**src/rtl/score_panel_if.sv**
```systemverilog
// ---------------------------------------------------------------------------
// score_panel_if
//   Bundles the frame statistics, pixel position, glyph ROM path and panel
//   pixel output of score_panel. Port names are unchanged from the flat
//   port list so existing wiring maps one-to-one.
//
//   frame_start_i  one-cycle pulse at the start of each frame
//   tank_left_i    enemy tanks remaining
//   level_i        current level
//   lives_i        lives per player, player p in [4p+3:4p]
//   hpos_i/vpos_i  current pixel position
//   glyph_addr_o   {char[5:0], glyph_row[3:0]} to the synchronous ASCII ROM
//   glyph_data_i   ROM row bits, valid one cycle after glyph_addr_o
//   red_o/green_o/blue_o  panel pixel colour
//   enable_o       panel pixel is opaque
//
//   slave  : the panel side (score_panel)
//   master : the game/video side driving statistics and consuming pixels
// ---------------------------------------------------------------------------
interface score_panel_if #(
   parameter int COLOR_BITS  = 24,
   parameter int NUM_PLAYERS = 2
);
   logic                       frame_start_i;
   logic [5:0]                 tank_left_i;
   logic [3:0]                 level_i;
   logic [4*NUM_PLAYERS-1:0]   lives_i;
   logic [9:0]                 hpos_i;
   logic [9:0]                 vpos_i;
   logic [9:0]                 glyph_addr_o;
   logic [7:0]                 glyph_data_i;
   logic [COLOR_BITS/3-1:0]    red_o;
   logic [COLOR_BITS/3-1:0]    green_o;
   logic [COLOR_BITS/3-1:0]    blue_o;
   logic                       enable_o;

   modport slave (
      input  frame_start_i, tank_left_i, level_i, lives_i,
      input  hpos_i, vpos_i, glyph_data_i,
      output glyph_addr_o, red_o, green_o, blue_o, enable_o
   );

   modport master (
      output frame_start_i, tank_left_i, level_i, lives_i,
      output hpos_i, vpos_i, glyph_data_i,
      input  glyph_addr_o, red_o, green_o, blue_o, enable_o
   );
endinterface

```
**src/rtl/score_panel.sv**
```systemverilog
// ---------------------------------------------------------------------------
// score_panel
//   Right-hand HUD panel: enemy-tank reserve columns, one lives row per
//   player and the "LEVEL n" caption. Statistics are shadowed on each
//   frame_start_i so the panel is stable within a frame. A level change
//   switches the caption to banner colours for BANNER_FRAMES frames.
//   Pixel output has a fixed 2-clock latency from hpos_i/vpos_i.
//
//   Ports:
//     clk_i   pixel clock
//     rst_ni  asynchronous active-low reset
//     bus     score_panel_if.slave (statistics, position, glyph ROM, pixel)
//
//   Build option:
//     SCORE_PANEL_BLINK_EN  when defined, a player's lives row blinks for
//                           BLINK_FRAMES frames after losing a life; when
//                           undefined, lives rows are always drawn.
// ---------------------------------------------------------------------------
module score_panel #(
   parameter int COLOR_BITS    = 24,
   parameter int NUM_PLAYERS   = 2,
   parameter int TANK_ROWS     = 16,
   parameter int TANK_X0       = 480,
   parameter int TANK_Y0       = 32,
   parameter int LIVES_X0      = 464,
   parameter int LIVES_Y0      = 384,
   parameter int LIVES_DY      = 32,
   parameter int LEVEL_X0      = 464,
   parameter int LEVEL_Y0      = 320,
   parameter int BLINK_FRAMES  = 64,
   parameter int BANNER_FRAMES = 120
) (
   input logic           clk_i,
   input logic           rst_ni,
   score_panel_if.slave  bus
);

   localparam int CW  = COLOR_BITS / 3;
   localparam int BNW = $clog2(BANNER_FRAMES + 1);

   localparam logic [9:0] TX0    = 10'(TANK_X0);
   localparam logic [9:0] TX1    = 10'(TANK_X0 + 16);
   localparam logic [9:0] TX_END = 10'(TANK_X0 + 32);
   localparam logic [9:0] TY0    = 10'(TANK_Y0);
   localparam logic [9:0] TY_END = 10'(TANK_Y0 + 16 * TANK_ROWS);
   localparam logic [6:0] T_ROWS = 7'(TANK_ROWS);
   localparam logic [6:0] T_MAX  = 7'(2 * TANK_ROWS);

   localparam logic [9:0] LX0    = 10'(LIVES_X0);
   localparam logic [9:0] LX_END = 10'(LIVES_X0 + 16 * 8);

   localparam logic [9:0] CX0    = 10'(LEVEL_X0);
   localparam logic [9:0] CX_END = 10'(LEVEL_X0 + 16 * 7);
   localparam logic [9:0] CY0    = 10'(LEVEL_Y0);
   localparam logic [9:0] CY_END = 10'(LEVEL_Y0 + 32);

   localparam logic [23:0] TANK_RGB   = 24'h808080;
   localparam logic [23:0] LIVES_RGB  = 24'hE0A000;
   localparam logic [23:0] IDLE_BG    = 24'hE0E0E0;
   localparam logic [23:0] BANNER_FG  = 24'hFFD000;

   typedef enum logic {
      IDLE,
      BANNER
   } state_t;

   // Icon cell: opaque where both local coordinates lie in 2..13.
   function automatic logic icon_px(input logic [3:0] lx, input logic [3:0] ly);
      return (lx >= 4'd2) && (lx <= 4'd13) && (ly >= 4'd2) && (ly <= 4'd13);
   endfunction

   // Keeps the top CW bits of an 8-bit channel, zero-padding when CW > 8.
   function automatic logic [CW-1:0] scale8(input logic [7:0] c);
      logic [CW+7:0] wide;
      wide = {c, {CW{1'b0}}};
      return wide[CW+7 -: CW];
   endfunction

   // ------------------------------------------------------------------
   // Shadow registers, sampled once per frame
   // ------------------------------------------------------------------
   logic                     primed;
   logic [5:0]               sh_tanks;
   logic [3:0]               sh_level;
   logic [4*NUM_PLAYERS-1:0] sh_lives;

   always_ff @(posedge clk_i or negedge rst_ni) begin
      if (!rst_ni) begin
         primed   <= 1'b0;
         sh_tanks <= '0;
         sh_level <= '0;
         sh_lives <= '0;
      end else if (bus.frame_start_i) begin
         primed   <= 1'b1;
         sh_tanks <= bus.tank_left_i;
         sh_level <= bus.level_i;
         sh_lives <= bus.lives_i;
      end
   end

   // ------------------------------------------------------------------
   // Life-loss blink
   // ------------------------------------------------------------------
   logic [NUM_PLAYERS-1:0] lives_vis;

`ifdef SCORE_PANEL_BLINK_EN
   localparam int BW = $clog2(BLINK_FRAMES + 1);

   for (genvar p = 0; p < NUM_PLAYERS; p++) begin : g_blink
      logic [BW-1:0] cnt_q;

      always_ff @(posedge clk_i or negedge rst_ni) begin
         if (!rst_ni) begin
            cnt_q <= '0;
         end else if (bus.frame_start_i) begin
            if (primed && (bus.lives_i[4*p +: 4] < sh_lives[4*p +: 4]))
               cnt_q <= BW'(BLINK_FRAMES);
            else if (cnt_q != '0)
               cnt_q <= cnt_q - BW'(1);
         end
      end

      assign lives_vis[p] = !((cnt_q != '0) && cnt_q[3]);
   end
`else
   assign lives_vis = '1;
`endif

   // ------------------------------------------------------------------
   // Level banner FSM
   // ------------------------------------------------------------------
   state_t         state_q, state_d;
   logic [BNW-1:0] banner_cnt_q, banner_cnt_d;
   logic           level_change;

   assign level_change = bus.frame_start_i && primed && (bus.level_i != sh_level);

   always_ff @(posedge clk_i or negedge rst_ni) begin
      if (!rst_ni) begin
         state_q      <= IDLE;
         banner_cnt_q <= '0;
      end else begin
         state_q      <= state_d;
         banner_cnt_q <= banner_cnt_d;
      end
   end

   always_comb begin
      state_d      = state_q;
      banner_cnt_d = banner_cnt_q;
      case (state_q)
         IDLE: begin
            if (level_change) begin
               state_d      = BANNER;
               banner_cnt_d = BNW'(BANNER_FRAMES);
            end
         end
         BANNER: begin
            if (level_change) begin
               banner_cnt_d = BNW'(BANNER_FRAMES);
            end else if (bus.frame_start_i) begin
               banner_cnt_d = banner_cnt_q - BNW'(1);
               if (banner_cnt_q == BNW'(1))
                  state_d = IDLE;
            end
         end
         default: begin
            state_d      = IDLE;
            banner_cnt_d = '0;
         end
      endcase
   end

   // ------------------------------------------------------------------
   // Cycle N: region decode from hpos/vpos
   // ------------------------------------------------------------------
   // Tank columns
   logic [9:0] tdx, tdy;
   logic [6:0] t_sat, col0_cnt, col1_cnt, icon_idx;
   logic       in_ty, in_col0, in_col1, tank_hit;

   always_comb begin
      tdx      = bus.hpos_i - TX0;
      tdy      = bus.vpos_i - TY0;
      t_sat    = ({1'b0, sh_tanks} > T_MAX) ? T_MAX : {1'b0, sh_tanks};
      col0_cnt = (t_sat > T_ROWS) ? T_ROWS : t_sat;
      col1_cnt = (t_sat > T_ROWS) ? (t_sat - T_ROWS) : '0;
      icon_idx = {1'b0, tdy[9:4]};
      in_ty    = (bus.vpos_i >= TY0) && (bus.vpos_i < TY_END);
      in_col0  = (bus.hpos_i >= TX0) && (bus.hpos_i < TX1);
      in_col1  = (bus.hpos_i >= TX1) && (bus.hpos_i < TX_END);
      // Column 1 starts exactly 16 px right, so tdx[3:0] is the local x for both.
      tank_hit = in_ty && icon_px(tdx[3:0], tdy[3:0]) &&
                 ((in_col0 && (icon_idx < col0_cnt)) ||
                  (in_col1 && (icon_idx < col1_cnt)));
   end

   // Lives rows
   logic [9:0]             ldx;
   logic                   in_lx;
   logic [NUM_PLAYERS-1:0] lives_row_hit;
   logic                   lives_hit;

   assign ldx   = bus.hpos_i - LX0;
   assign in_lx = (bus.hpos_i >= LX0) && (bus.hpos_i < LX_END);

   for (genvar p = 0; p < NUM_PLAYERS; p++) begin : g_lives
      localparam logic [9:0] RY0 = 10'(LIVES_Y0 + p * LIVES_DY);
      localparam logic [9:0] RY1 = 10'(LIVES_Y0 + p * LIVES_DY + 16);
      logic [9:0] ldy;
      logic [3:0] cnt;

      assign ldy = bus.vpos_i - RY0;
      assign cnt = (sh_lives[4*p +: 4] > 4'd8) ? 4'd8 : sh_lives[4*p +: 4];
      assign lives_row_hit[p] = lives_vis[p] && in_lx &&
                                (bus.vpos_i >= RY0) && (bus.vpos_i < RY1) &&
                                ({1'b0, ldx[6:4]} < cnt) &&
                                icon_px(ldx[3:0], ldy[3:0]);
   end

   assign lives_hit = |lives_row_hit;

   // Caption "LEVEL n"
   logic [9:0] cdx, cdy;
   logic       in_cap;
   logic [3:0] lvl_sat;
   logic [5:0] char_code;

   always_comb begin
      cdx     = bus.hpos_i - CX0;
      cdy     = bus.vpos_i - CY0;
      in_cap  = (bus.hpos_i >= CX0) && (bus.hpos_i < CX_END) &&
                (bus.vpos_i >= CY0) && (bus.vpos_i < CY_END);
      lvl_sat = (sh_level > 4'd9) ? 4'd9 : sh_level;
      case (cdx[6:4])
         3'd0:    char_code = 6'd22;
         3'd1:    char_code = 6'd15;
         3'd2:    char_code = 6'd32;
         3'd3:    char_code = 6'd15;
         3'd4:    char_code = 6'd22;
         3'd5:    char_code = 6'd37;
         default: char_code = 6'd1 + {2'b00, lvl_sat};
      endcase
      bus.glyph_addr_o = in_cap ? {char_code, cdy[4:1]} : '0;
   end

   // ------------------------------------------------------------------
   // Stage 1: aligned with glyph_data_i
   // ------------------------------------------------------------------
   logic        s1_cap, s1_obj, s1_banner;
   logic [2:0]  s1_bit_sel;
   logic [23:0] s1_obj_rgb;

   always_ff @(posedge clk_i or negedge rst_ni) begin
      if (!rst_ni) begin
         s1_cap     <= 1'b0;
         s1_obj     <= 1'b0;
         s1_banner  <= 1'b0;
         s1_bit_sel <= '0;
         s1_obj_rgb <= '0;
      end else begin
         // Nothing is drawn until the first frame after reset has latched stats.
         s1_cap     <= primed && in_cap;
         s1_obj     <= primed && (lives_hit || tank_hit);
         s1_banner  <= (state_q == BANNER);
         s1_bit_sel <= ~cdx[3:1];
         s1_obj_rgb <= lives_hit ? LIVES_RGB : TANK_RGB;
      end
   end

   // ------------------------------------------------------------------
   // Stage 2: final colour select and output registers
   // ------------------------------------------------------------------
   logic        glyph_bit;
   logic [23:0] pix;
   logic        pix_en;

   always_comb begin
      glyph_bit = bus.glyph_data_i[s1_bit_sel];
      pix       = '0;
      pix_en    = 1'b0;
      if (s1_cap) begin
         pix_en = 1'b1;
         if (s1_banner)
            pix = glyph_bit ? BANNER_FG : 24'h000000;
         else
            pix = glyph_bit ? 24'h000000 : IDLE_BG;
      end else if (s1_obj) begin
         pix_en = 1'b1;
         pix    = s1_obj_rgb;
      end
   end

   always_ff @(posedge clk_i or negedge rst_ni) begin
      if (!rst_ni) begin
         bus.red_o    <= '0;
         bus.green_o  <= '0;
         bus.blue_o   <= '0;
         bus.enable_o <= 1'b0;
      end else begin
         bus.red_o    <= scale8(pix[23:16]);
         bus.green_o  <= scale8(pix[15:8]);
         bus.blue_o   <= scale8(pix[7:0]);
         bus.enable_o <= pix_en;
      end
   end

endmodule

```
**src/flat_wrapper.sv**
```systemverilog
// flat-port wrapper written by rule: the top's interface ports become plain ports
module score_panel_flat 
#(
   parameter int COLOR_BITS    = 24,
   parameter int NUM_PLAYERS   = 2,
   parameter int TANK_ROWS     = 16,
   parameter int TANK_X0       = 480,
   parameter int TANK_Y0       = 32,
   parameter int LIVES_X0      = 464,
   parameter int LIVES_Y0      = 384,
   parameter int LIVES_DY      = 32,
   parameter int LEVEL_X0      = 464,
   parameter int LEVEL_Y0      = 320,
   parameter int BLINK_FRAMES  = 64,
   parameter int BANNER_FRAMES = 120
)
  (clk_i, rst_ni, bus_frame_start_i, bus_tank_left_i, bus_level_i, bus_lives_i, bus_hpos_i, bus_vpos_i, bus_glyph_data_i, bus_glyph_addr_o, bus_red_o, bus_green_o, bus_blue_o, bus_enable_o);
  score_panel_if #(.COLOR_BITS(COLOR_BITS), .NUM_PLAYERS(NUM_PLAYERS)) bus_i ();
  input logic clk_i;
  input logic rst_ni;
  input wire logic [$bits(bus_i.frame_start_i)-1:0] bus_frame_start_i;
  input wire logic [$bits(bus_i.tank_left_i)-1:0] bus_tank_left_i;
  input wire logic [$bits(bus_i.level_i)-1:0] bus_level_i;
  input wire logic [$bits(bus_i.lives_i)-1:0] bus_lives_i;
  input wire logic [$bits(bus_i.hpos_i)-1:0] bus_hpos_i;
  input wire logic [$bits(bus_i.vpos_i)-1:0] bus_vpos_i;
  input wire logic [$bits(bus_i.glyph_data_i)-1:0] bus_glyph_data_i;
  output wire logic [$bits(bus_i.glyph_addr_o)-1:0] bus_glyph_addr_o;
  output wire logic [$bits(bus_i.red_o)-1:0] bus_red_o;
  output wire logic [$bits(bus_i.green_o)-1:0] bus_green_o;
  output wire logic [$bits(bus_i.blue_o)-1:0] bus_blue_o;
  output wire logic [$bits(bus_i.enable_o)-1:0] bus_enable_o;
  assign bus_i.frame_start_i = bus_frame_start_i;
  assign bus_i.tank_left_i = bus_tank_left_i;
  assign bus_i.level_i = bus_level_i;
  assign bus_i.lives_i = bus_lives_i;
  assign bus_i.hpos_i = bus_hpos_i;
  assign bus_i.vpos_i = bus_vpos_i;
  assign bus_i.glyph_data_i = bus_glyph_data_i;
  assign bus_glyph_addr_o = bus_i.glyph_addr_o;
  assign bus_red_o = bus_i.red_o;
  assign bus_green_o = bus_i.green_o;
  assign bus_blue_o = bus_i.blue_o;
  assign bus_enable_o = bus_i.enable_o;
  score_panel #(.COLOR_BITS(COLOR_BITS), .NUM_PLAYERS(NUM_PLAYERS), .TANK_ROWS(TANK_ROWS), .TANK_X0(TANK_X0), .TANK_Y0(TANK_Y0), .LIVES_X0(LIVES_X0), .LIVES_Y0(LIVES_Y0), .LIVES_DY(LIVES_DY), .LEVEL_X0(LEVEL_X0), .LEVEL_Y0(LEVEL_Y0), .BLINK_FRAMES(BLINK_FRAMES), .BANNER_FRAMES(BANNER_FRAMES)) u_core (.clk_i(clk_i), .rst_ni(rst_ni), .bus(bus_i));
endmodule
```
**config.mk**
```make
export PLATFORM = sky130hd
export DESIGN_NAME = score_panel_flat
export DESIGN_NICKNAME = d
export VERILOG_FILES = /design/src/rtl/score_panel_if.sv /design/src/rtl/score_panel.sv /design/src/flat_wrapper.sv
export SDC_FILE = /design/constraint.sdc
export NUM_CORES = 1
export LEC_CHECK = 0
export CAP_MARGIN = 20
export CORE_MARGIN = 2
export CORE_UTILIZATION = 52
export CTS_BUF_LIST = sky130_fd_sc_hd__clkbuf_16
export CTS_CLUSTER_SIZE = 8
export DETAILED_ROUTE_END_ITERATION = 8
export PLACE_DENSITY = 0.95
export SKIP_LAST_GASP = 1
export SLEW_MARGIN = 15
export SYNTH_ARGS = -nofsm -noshare
export SYNTH_HDL_FRONTEND = slang
export SYNTH_SLANG_ARGS = --single-unit
export TNS_END_PERCENT = 100
```
**constraint.sdc**
```tcl
create_clock -name clk_i -period 6.31 [get_ports clk_i]
set_input_delay 1.893 -clock clk_i [delete_from_list [all_inputs] [get_ports clk_i]]
set_output_delay 1.893 -clock clk_i [all_outputs]
set_load 0.01 [all_outputs]
```
Yosys cells after proc, flatten, opt, wreduce, memory -nomap -nowiden. Index checks and enable logic that the tools add are counted.

Bits in registers: 82. Latch bits: 0. Bits in writable memories: 0. Bits in read-only memories: 0. Bits of input ports: 49. Output and inout port bits: 35. Logic and storage cells: 135. Memories: 0.

Add/sub/neg operators: 9. Multiply operators: 0. Div/mod/pow operators: 0. $lt $le $gt $ge: 35. Equal/unequal tests: 9. Shift-type cells: 0. Mux-type cells: 27. Bitwise gates (word level): 2. Reduce and logical (&&, ||, !) cells: 38.

Operator list (number): two-way mux 24 bit (5); greater-or-equal comparator 10 x 9 -> 1 bit, second input constant (6); < comparator 10 x 9 -> 1 bit, second input constant (5); two-way mux 7 bit (5); logical AND 1 bit (31); < comparator 10 bit, second input constant (3); case mux 6 bit (4 select lines) (1); two-way mux 23 bit (1); greater-or-equal comparator 4 x 2 -> 1 bit, second input constant (5); less-or-equal comparator 4 bit, second input constant (5); < comparator 6 x 7 -> 1 bit (2); case mux 7 bit (2 select lines) (1); greater-than comparator 4 bit, second input constant (3); two-way mux 4 bit (3); subtractor 4 x 1 -> 4 bit, second input constant (3); greater-or-equal comparator 10 x 6 -> 1 bit, second input constant (1); two-way mux 10 bit (1); subtractor 10 x 6 -> 10 bit, second input constant (1); < comparator 3 x 4 -> 1 bit (2); equality test 7 x 1 -> 1 bit, second input constant (1); greater-than comparator 7 x 5 -> 1 bit, second input constant (1); two-way mux 1 bit (7); subtractor 7 x 1 -> 7 bit, second input constant (1); subtractor 7 x 5 -> 7 bit, second input constant (1); 20 further kinds (25).

Longest topological paths before layout.
Word-level depth: 10. Mapped depth: 10. Depth with buffers taken out: 10.

Worst setup path after synthesis. OpenSTA, ideal clock, no wires.

Path kind: input to output. Start: input bus_hpos_i[0]. End: output bus_glyph_addr_o[5]. Arrival time: 3.389 ns. Data required time: 4.417 ns. Slack: 1.028 ns. Cell stages on the path: 5. Buffers on the path: 0. Cells stage by stage: or4_4 > o21ai_2 > a41oi_4 > or3_4 > a31oi_1.

Longest elaborated chain between the ends: 5. Elaborated cells between the ends (all ways): 16. Those cells by class: add/sub: 1; order compare: 2; eq/ne: 5; mux: 2; reduce/logical: 6.

Ends and longest elaborated chain: start, declared (line flat_wrapper.sv:25) `input wire logic [$bits(bus_i.hpos_i)-1:0] bus_hpos_i;`; subtractor 7 bit, or another cell as far along (line score_panel.sv:230) `cdx = bus.hpos_i - CX0;`; equality test 3 bit, or another cell as far along (line score_panel.sv:235) `case (cdx[6:4])`; OR reduction 2 bit (no line) or logical AND 1 bit (tied branches); case mux 6 bit (4 select lines) or logical AND 1 bit (tied branches) (line score_panel.sv:235, score_panel.sv:233); two-way mux 10 bit (*) (line score_panel.sv:244) `bus.glyph_addr_o = in_cap ? {char_code, cdy[4:1]} : '0;`; end, declared (line flat_wrapper.sv:28) `output wire logic [$bits(bus_i.glyph_addr_o)-1:0] bus_glyph_addr_o;`.

Mark *: on every way between the ends. The rest lies on a longest branch, timed or not.

Worst setup path after layout.
Start: input bus_hpos_i[5]. End: output bus_glyph_addr_o[7].

Same word-level chain as after synthesis.

==> qor.txt <==
Final Cycle Share - 0.9883
Fillcell total - 402
GR peak layer - met2
GRT Total Usage - 0.2184
CTS clk-pin slew, worst paths - 60 ps
Area occupied by multi-input gates - 0.001613 mm^2
Nets - 438
Placed Area - 0.003630 mm^2
I/O Buffers - 74
RR Endpoint - u_core.s1_obj
FF-to-FF Start - u_core.sh_lives[7]
H-tree levels - 2
CTS tree - yes
CP arrival - 4340 ps
Syn Area/Cell - 9.984 um^2
Status - completed
Max Freq - 160.4 MHz
Synth warn - 0
Top_reg_cell synth - dfrtp_1
Hold Crit Start - u_core.s1_obj
Worst Hold Path Cells - 1
Most common cell after layout, fill and taps aside - clkdlybuf4s50_1
Drt pass-1 iters - 4
Max Root-Sink Buffers - 2
Max stage delay on crit path - 570 ps
Commonest non-fill, non-tap cells in the layout - clkdlybuf4s50_1, dfrtp_1, nand2_1
Crit Path Class - in2out
Routed WL - 6.373 mm
Chip height - 78.36 um
Worst Hold End - u_core.bus.enable_o
Synth Instances - 288
Vias - 2387
Endpoints failing setup - 0
Startpoint types - input pin
Fin worst setup slack - 73.77 ps
Global-route wire length before repair - 10.70 mm
TritonCTS buffer count - 5
Worst hold path class - reg2reg
Setup TNS - 0 ps
MaxCap Viol Count - 0
Crit. End Element - output pin
Slowest CP cell - clkdlybuf4s50_1
Skew final - 4.348 ps
Number of synthesized flops with an enable pin - 0
Final hold viol count - 0
Gr ovfl total - 0
Measured slew at the worst slew-check pin - 956.5 ps
Final min period - 6236 ps
Critical Path Fanout Max - 4
Post-DP HPWL - 4.760 mm
M2 GR Usage - 0.3853
Met1 usage - 0.2633
Maximum VDD drop - 0.0001601 V
R2R depth - 7
Leak - 1.744 nW
Cell mode on critical path - clkdlybuf4s50_1
Met3 Use GR - 0.04138
Post-Place Setup Slack - 31.41 ps
CP required - 4420 ps
Routed Antenna Nets - 0
Number of global-route vias before repair - 2343
GP Congestion - 0.8136
FF+latch count, synth - 44
Antenna violations before repair - 0
Worst-Skew Late Latency - 280 ps
Unrepaired setup endpoints after global routing - yes
Register Area - 0.001101 mm^2
Power Density - 200.8 mW/mm^2
Cell area after layout - 0.003862 mm^2
IO Pins - 84
Root Buffer - clkbuf_16
Post-CTS setup buffers - 0
Core area - 0.005439 mm^2
Synth-to-layout area growth - 34.33%
Sequential share of the synthesized area - 0.3829
WL/cell - 14.65 um
Die width - 78.36 um
Rows - 27
Worst slew margin - 0.3623
Async set or reset register ratio after synthesis - 1.000
Diode count - 0
First DRT Iteration DRCs - 140
Die ar. - 0.006140 mm^2
Final routed DRC violation total - 0
Slew Limit Fails - 0
Share of cells above drive strength 1 - 0.1295
Clock sinks - 44
Largest net degree at the start of global routing - 45
Effective utilization at floorplan - 0.5286
Yosys cell types - 53
Synthesized area - 0.002875 mm^2
Critical path cell sequence - clkdlybuf4s50_1 > inv_1 > ha_1 > xor2_2 > and2_1 > or4_1 > a21oi_1 > clkdlybuf4s50_1
Via density - 5.487
Setup slack, reg-to-reg - 4090 ps
[worst max-delay path by stage]
stage	depth (start not counted)	end	start
5_1_grt	8	bus_glyph_addr_o[4]	bus_hpos_i[1]
6_report	8	bus_glyph_addr_o[7]	bus_hpos_i[5]
4_1_cts	8	bus_glyph_addr_o[7]	bus_hpos_i[4]
3_3_place_gp	8	bus_glyph_addr_o[7]	bus_hpos_i[4]
3_5_place_dp	8	bus_glyph_addr_o[4]	bus_hpos_i[1]
2_1_floorplan	5	bus_glyph_addr_o[5]	bus_hpos_i[0]
[logic make-up (layout without fill, tap and decap cells)]
group / Yosys count / count (layout) / synth area share
simple gates: 94 / 94 / 0.1745
compound gates: 47 / 47 / 0.1275
flops: 44 / 44 / 0.3829
buf+inv: 44 / 110 / 0.07963
fa+ha+maj: 27 / 27 / 0.1175
mux: 19 / 19 / 0.08181
xor+xnor: 11 / 11 / 0.03351
other cells: 2 / 11 / 0.002612
[where the power goes]
part           internal, mW  switching [mW]  leakage [nW]
combinational        0.0853          0.0825          1.14
sequential            0.299          0.0153         0.524
clock                 0.188           0.105        0.0804
total                 0.573           0.203          1.74
[per-layer routing]
layer | share of wire | wire (um)
met1 | 0.42 | 2668
met2 | 0.50 | 3192
met3 | 0.055 | 348
met4 | 0.026 | 163
met5 | 0 | 0
[what timing repair did]
action                                  in CTS  in global routing
hold buffers                                 0                  0
endpoints found under the hold margin        0                  0
gates resized for setup                      3                  8
endpoints found under the setup margin       1                  9
[cell type report]
class | count | area share
Multi-Input combinational cell | 209 | 0.4176
Sequential cell | 44 | 0.2851
Timing Repair Buffer | 81 | 0.2093
Clock buffer | 5 | 0.03239
Tap cell | 72 | 0.02332
Inverter | 21 | 0.02041
Clock inverter | 3 | 0.01199
[critical path, delay by kind of cell]
| family | cells | cell delay (ps) |
|---|---|---|
| AOI/OAI and AO/OA | 1 | 160 |
| and+or+nand+nor | 2 | 620 |
| xor gates and xnor gates | 1 | 220 |
| adders and majority gates | 1 | 280 |
| buffers and inverters | 3 | 1170 |
[sequential cells by signal, summed over array words and instances (netlist names)]
name / cells
u_core.bus.red_o: 2
u_core.s1_bit_sel: 3
u_core.bus.green_o: 3
u_core.primed: 1
u_core.s1_obj_rgb: 3
u_core.sh_lives: 8
u_core.s1_banner: 1
u_core.state_q: 1
u_core.bus.blue_o: 2
u_core.s1_cap: 1
u_core.sh_tanks: 6
u_core.sh_level: 4
u_core.s1_obj: 1
u_core.banner_cnt_q: 7
u_core.bus.enable_o: 1
[stage by stage]
stage                     power [mW]  utilization  hold slack, ps  instances
after floorplan               0.4143            -           408.0        297
after global placement        0.4707       0.6674           427.3        426
after detailed placement      0.4796       0.6674           429.9        426
after CTS                     0.7806       0.7014           455.2        434
after global routing          0.8168       0.7101           480.4        435
final                         0.7754       0.7101           456.2        435
[cell usage after synthesis, types with 2 or more instances]
master	number	share of area
nor4_1	4	0.0087
a21o_1	2	0.0052
clkbuf_1	5	0.0065
o31ai_1	9	0.023
xnor2_1	7	0.021
xor2_1	4	0.012
o21a_1	2	0.0052
inv_1	21	0.027
buf_4	17	0.044
nor2b_1	7	0.015
conb_1	2	0.0026
o21ai_0	6	0.010
mux2_2	16	0.063
or4_1	3	0.0078
nor3_1	6	0.010
nor2_1	12	0.016
nand3_1	6	0.010
a31oi_1	4	0.0087
dfrtp_1	44	0.38
and2_1	7	0.015
ha_1	27	0.12
nand2b_1	7	0.015
nand2_1	30	0.039
a21oi_1	8	0.014
or2_2	2	0.0044
mux4_2	2	0.016
a211oi_1	2	0.0052
Note: power is estimated with default switching activity, not from simulation.
